==> src/rtl/uart_rx_fifo.sv <==
// uart_rx_fifo: parametrised UART receiver with parity and
// framing checks feeding a first-word-fall-through receive FIFO.
module uart_rx_fifo #(
  parameter int DATA_WIDTH = 8,
  parameter int PARITY     = 0,
  parameter int STOP_BITS  = 1,
  parameter int FIFO_DEPTH = 16
) (
  input  logic                          clk_i,
  input  logic                          rst,
  input  logic                          rxd_i,
  input  logic [15:0]                   prescale_i,
  output logic [DATA_WIDTH-1:0]         m_axis_tdata,
  output logic                          m_axis_tvalid,
  input  logic                          m_axis_tready,
  output logic [$clog2(FIFO_DEPTH):0]   fifo_count_o,
  output logic                          busy_o,
  output logic                          frame_error_o,
  output logic                          parity_error_o,
  output logic                          overrun_error_o
);

  localparam int AW = $clog2(FIFO_DEPTH);
  localparam int CW = AW + 1;

  typedef enum logic [2:0] {
    S_IDLE,
    S_START,
    S_DATA,
    S_PARITY,
    S_STOP,
    S_BREAK
  } state_t;

  state_t                state_q;
  logic                  sync1_q;
  logic                  line_q;
  logic [18:0]           cnt_q;
  logic [15:0]           pre_q;
  logic [3:0]            bit_q;
  logic [DATA_WIDTH-1:0] shreg_q;
  logic                  par_q;
  logic                  stop_bad_q;
  logic                  busy_q;
  logic                  ferr_q;
  logic                  perr_q;
  logic                  oerr_q;

  logic [DATA_WIDTH-1:0] mem_q [FIFO_DEPTH];
  logic [AW-1:0]         wr_q;
  logic [AW-1:0]         rd_q;
  logic [CW-1:0]         count_q;

  logic        tick;
  logic        last_stop;
  logic        stop_ok;
  logic        par_ok;
  logic        full;
  logic        pop;
  logic        push;
  logic [18:0] bit_len;
  logic [18:0] half_len;

  always_ff @(posedge clk_i) begin
    if (rst) begin
      sync1_q <= 1'b1;
      line_q  <= 1'b1;
    end else begin
      sync1_q <= rxd_i;
      line_q  <= sync1_q;
    end
  end

  assign tick      = (cnt_q == 19'd0);
  assign bit_len   = {pre_q, 3'b000} - 19'd1;
  assign half_len  = {1'b0, prescale_i, 2'b00} - 19'd1;
  assign last_stop = (state_q == S_STOP) && tick &&
                     (bit_q == 4'(STOP_BITS - 1));
  assign stop_ok   = !stop_bad_q && line_q;
  assign full      = (count_q == CW'(FIFO_DEPTH));
  assign pop       = m_axis_tvalid && m_axis_tready;

  // par_q holds the XOR of data bits and the parity bit
  always_comb begin
    par_ok = 1'b1;
    if (PARITY == 1) par_ok = par_q;
    else if (PARITY == 2) par_ok = !par_q;
  end

  assign push = last_stop && stop_ok && par_ok && (!full || pop);

  always_ff @(posedge clk_i) begin
    if (rst) begin
      state_q    <= S_IDLE;
      cnt_q      <= '0;
      pre_q      <= '0;
      bit_q      <= '0;
      shreg_q    <= '0;
      par_q      <= 1'b0;
      stop_bad_q <= 1'b0;
      busy_q     <= 1'b0;
      ferr_q     <= 1'b0;
      perr_q     <= 1'b0;
      oerr_q     <= 1'b0;
    end else begin
      ferr_q <= 1'b0;
      perr_q <= 1'b0;
      oerr_q <= 1'b0;
      if (!tick) cnt_q <= cnt_q - 19'd1;
      case (state_q)
        S_IDLE: begin
          if (!line_q && prescale_i != 16'd0) begin
            pre_q   <= prescale_i;
            cnt_q   <= half_len;
            state_q <= S_START;
            busy_q  <= 1'b1;
          end
        end
        S_START: begin
          if (tick) begin
            if (line_q) begin
              state_q <= S_IDLE;
              busy_q  <= 1'b0;
            end else begin
              cnt_q   <= bit_len;
              bit_q   <= '0;
              par_q   <= 1'b0;
              state_q <= S_DATA;
            end
          end
        end
        S_DATA: begin
          if (tick) begin
            shreg_q <= {line_q, shreg_q[DATA_WIDTH-1:1]};
            par_q   <= par_q ^ line_q;
            cnt_q   <= bit_len;
            if (bit_q == 4'(DATA_WIDTH - 1)) begin
              bit_q      <= '0;
              stop_bad_q <= 1'b0;
              state_q    <= (PARITY != 0) ? S_PARITY : S_STOP;
            end else begin
              bit_q <= bit_q + 4'd1;
            end
          end
        end
        S_PARITY: begin
          if (tick) begin
            par_q   <= par_q ^ line_q;
            cnt_q   <= bit_len;
            state_q <= S_STOP;
          end
        end
        S_STOP: begin
          if (tick) begin
            if (!last_stop) begin
              stop_bad_q <= stop_bad_q | !line_q;
              bit_q      <= bit_q + 4'd1;
              cnt_q      <= bit_len;
            end else if (!stop_ok) begin
              ferr_q  <= 1'b1;
              state_q <= S_BREAK;
            end else begin
              state_q <= S_IDLE;
              busy_q  <= 1'b0;
              if (!par_ok) perr_q <= 1'b1;
              else if (full && !pop) oerr_q <= 1'b1;
            end
          end
        end
        S_BREAK: begin
          if (line_q) begin
            state_q <= S_IDLE;
            busy_q  <= 1'b0;
          end
        end
        default: begin
          state_q <= S_IDLE;
          busy_q  <= 1'b0;
        end
      endcase
    end
  end

  always_ff @(posedge clk_i) begin
    if (push) mem_q[wr_q] <= shreg_q;
  end

  always_ff @(posedge clk_i) begin
    if (rst) begin
      wr_q    <= '0;
      rd_q    <= '0;
      count_q <= '0;
    end else begin
      if (push) wr_q <= wr_q + AW'(1);
      if (pop)  rd_q <= rd_q + AW'(1);
      case ({push, pop})
        2'b10:   count_q <= count_q + CW'(1);
        2'b01:   count_q <= count_q - CW'(1);
        default: count_q <= count_q;
      endcase
    end
  end

  assign m_axis_tvalid   = (count_q != '0);
  assign m_axis_tdata    = m_axis_tvalid ? mem_q[rd_q] : '0;
  assign fifo_count_o    = count_q;
  assign busy_o          = busy_q;
  assign frame_error_o   = ferr_q;
  assign parity_error_o  = perr_q;
  assign overrun_error_o = oerr_q;

endmodule

==> config.mk <==
export PLATFORM = sky130hd
export DESIGN_NAME = uart_rx_fifo
export DESIGN_NICKNAME = d
export VERILOG_FILES = /design/src/rtl/uart_rx_fifo.sv
export SDC_FILE = /design/constraint.sdc
export NUM_CORES = 1
export LEC_CHECK = 0
export BUFFER_PORTS_ARGS = -buffer_cell sky130_fd_sc_hd__buf_2
export CORE_AREA = 10 10 173 110
export DETAILED_ROUTE_END_ITERATION = 7
export DIE_AREA = 0 0 183 120
export PLACE_DENSITY = 0.75
export SLEW_MARGIN = 20
export SYNTH_ARGS = -nofsm -noshare
export SYNTH_HDL_FRONTEND = slang
export SYNTH_SLANG_ARGS = --single-unit
==> constraint.sdc <==
create_clock -name clk_i -period 5.1 [get_ports clk_i]
set_clock_uncertainty 0.1 [all_clocks]
set_input_delay 0 -clock clk_i [delete_from_list [all_inputs] [get_ports clk_i]]
set_output_delay 0 -clock clk_i [all_outputs]
set_load 0.01 [all_outputs]
==> key figures <==
Status
  – Outcome: complete, no violations

Drt
  – Vias per inst: 6.55
  – Pre-Repair DR Iteration Count: 5
  – Final wirelength: 23.0 mm
  – Iteration-0 DRC Markers: 907
  – DRC violations left: 0
  – Final ANT Viol Nets: 0
  – Vias: 6717
  – Wire per inst: 22.4 µm

Timing
  – Setup violations, final: 0
  – Period utilization: 78.6%
  – Slew Viols, Final: 0
  – Fmax: 249 MHz
  – Final WS setup: 1.09 ns
  – Setup TNS Final: 0 ns
  – WHS: 0.0589 ns
  – Max_slew headroom: 19.1%
  – Unrepaired setup endpoints after global routing: no
  – Least-Margin Pin Slew: 1.21 ns
  – Hold Violations, Final: 0
  – Period minus WS final: 4.01 ns

Clock tree
  – Post-CTS Setup Bufs: 0
  – H-tree depth: 1
  – CTS Sinks: 201
  – Worst-Skew Late Latency: 0.49 ns
  – Clk pin slew, worst setup/hold paths: 0.06 ns
  – Root buffer cell: clkbuf_16
  – CTS Buffer Depth: 3
  – TritonCTS clock tree: yes
  – Hold_buf cts: 18
  – Num CTS Buffers: 20
  – PostCTS Resize Cnt: 0

Die
  – Initial Utilization: 59.0%
  – Core area: 15900 µm²
  – Row count: 36
  – Die X: 183 µm
  – Number of I/O pins: 38
  – Die ar.: 22000 µm²
  – DIE HEIGHT: 120 µm

Global routing
  – Initial antenna violation count: 0
  – Number of global-route vias before repair: 6344
  – Overall Global Routing Usage: 20.3%
  – First-pass GRT wire length: 35.7 mm
  – Largest net degree at the start of global routing: 68
  – Total gr overflow: 0

Logic synthesis
  – Post-Syn Area: 9410 µm²
  – Asr flop ratio synth: 0%
  – EDFF count, synth: 128
  – Seq cells post-synth: 201
  – Sequential-to-total area share from yosys stat: 56.4%
  – Most frequently used flop master after synthesis: edfxtp_1
  – Cells after synthesis: 763
  – Unique cell type count in the Yosys netlist: 68
  – Number of synthesis warnings: 0
  – Mean post-synth cell area: 12.3 µm²
  – Post-Syn Nets: 800

Pwr
  – Clk pwr share: 27.5%
  – Int Pwr: 3.37 mW
  – Switching share of power: 34.9%
  – Max VDD drop: 0.000282 V
  – Power Dens Cells: 491 nW/µm²
  – Gate power share: 33.7%
  – Power, Total: 5.18 mW
  – Sw power: 1.81 mW
  – Leakage power: 3.60 nW
  – Sequential power share: 38.8%

Worst setup path
  – Reg2reg path depth: 12
  – Kind of critical path: reg -> reg
  – Max stage delay cell, worst path: o31ai_2
  – Worst path max stage delay: 0.57 ns
  – Worst r2r src: cnt_q[0]
  – CP delay by family, top: simple AND/OR/NAND/NOR gates
  – Worst EP required: 5.37 ns
  – Reg-to-reg setup timing slack: 1.09 ns
  – Critical Path AT: 4.28 ns
  – Crit-path cells: inv_1, ha_1, nor4b_2, nand4_1, o31ai_2, inv_1, ha_1, nor2b_1, o21ai_0, a21oi_1, a2bb2oi_1, mux2_2
  – Worst Path Max Fanout: 12
  – Worst Setup End Kind: flip-flop
  – Worst setup path startpoint: cnt_q[0]
  – Sum of buffers and inverters on the critical path: 2
  – Worst setup SP type: flip-flop
  – Worst R2R End: fifo_count_o[4]

Place
  – IO Port Bufs: 36
  – Pre-CTS setup slack: 1.21 ns
  – Placer Congestion: 0.890
  – HPWL after DPL: 15.2 mm

Final layout
  – Util after Layout: 66.3%
  – Layout cells sized above 1: 17.3%
  – Area grow syn2layout: 12.3%
  – Most frequent cells in the layout: 128 x edfxtp_1, 71 x dfxtp_1, 62 x nand2_1
  – ANT cells: 0
  – Commonest non-fill, non-tap cell in the layout: edfxtp_1
  – Final nets: 840

Min path
  – Hold-critical path depth: 3
  – Worst hold start: rst
  – Hold Path Class: in -> reg

Flow run
  – Maximum capacitance violations: 0
==> synthesized netlist by cell type, types with 17 or more instances <==
library cell / n / area [µm²]
a21oi_1: 48 / 240
dfxtp_1: 73 / 1460
inv_1: 25 / 93.8
clkbuf_1: 27 / 101
mux4_2: 40 / 901
nand2_1: 62 / 233
nor4_1: 17 / 106
o21ai_0: 22 / 110
nor2_1: 47 / 176
edfxtp_1: 128 / 3840
nor3_1: 17 / 85.1
xnor2_1: 17 / 149
==> state kept, by name, indices dropped and copies added (netlist names), named ones only <==
register / flops
bit_q: 4
fifo_count_o: 5
cnt_q: 19
shreg_q: 8
mem_q: 128
overrun_error_o: 1
pre_q: 16
frame_error_o: 1
state_q: 3
sync1_q: 1
rd_q: 4
line_q: 1
stop_bad_q: 1
wr_q: 4
busy_o: 1
==> per-layer routing <==
metal | GRT usage, % | wire, µm | vias up
met3 | 4.10 | 2120 | 49
li1 | - | - | 2994
met5 | 0 | 0 | -
met2 | 29.3 | 9960 | 342
met1 | 30.8 | 10500 | 3332
met4 | 4.44 | 420 | 0
==> final cells by class <==
cell class              count  area, µm²
clock buffers              26        554
clock inverters            10       85.1
fillers                  1143       5380
inverters                  25       93.8
multi-input cells         491       3830
flip-flops and latches    201       5310
well taps                 209        262
repair buffers             64        435
==> worst min-delay path, delay by kind of cell <==
family / cells / cell delay (ns)
buffers and inverters: 2 / 0.43
AND/OR/NAND/NOR: 1 / 0.17
==> cell families after synthesis <==
| family | synth area share (%) |
|---|---|
| AO/OA/AOI/OAI | 10.3 |
| XOR/XNOR | 2.98 |
| adder cells (fa/ha/maj) | 2.34 |
| buffers and inverters | 3.10 |
| flip-flops | 56.4 |
| multiplexers | 10.8 |
| other | 0.0399 |
| AND/OR/NAND/NOR | 14.1 |
==> power by group through the flow <==
stage | sequential (mW) | clock [mW] | combinational [mW]
after floorplan | 1.96 | 0 | 1.29
after global placement | 2.02 | 0 | 1.63
after detailed placement | 2.04 | 0 | 1.66
after CTS | 2.00 | 1.45 | 1.70
after global routing | 2.03 | 1.52 | 1.88
final | 2.01 | 1.43 | 1.75
==> how the worst max path moves through the flow <==
stage / to / slack (ns) / cells past startpoint
3_3_place_gp: fifo_count_o[4] / 1.43 / 12
2_1_floorplan: fifo_count_o[4] / 2.01 / 12
4_1_cts: mem_q[1][2] / 1.16 / 7
6_report: fifo_count_o[4] / 1.09 / 12
3_5_place_dp: mem_q[1][2] / 1.21 / 7
5_1_grt: fifo_count_o[4] / 0.86 / 12
==> through the flow <==
stage                     std cells  cell area (µm²)
after floorplan                 763             9410
after CTS                      1026            10500
after global routing           1026            10600
after global placement          972             9730
final                          1026            10600
after detailed placement        972             9730
Note: power is estimated with default switching activity, not from simulation.
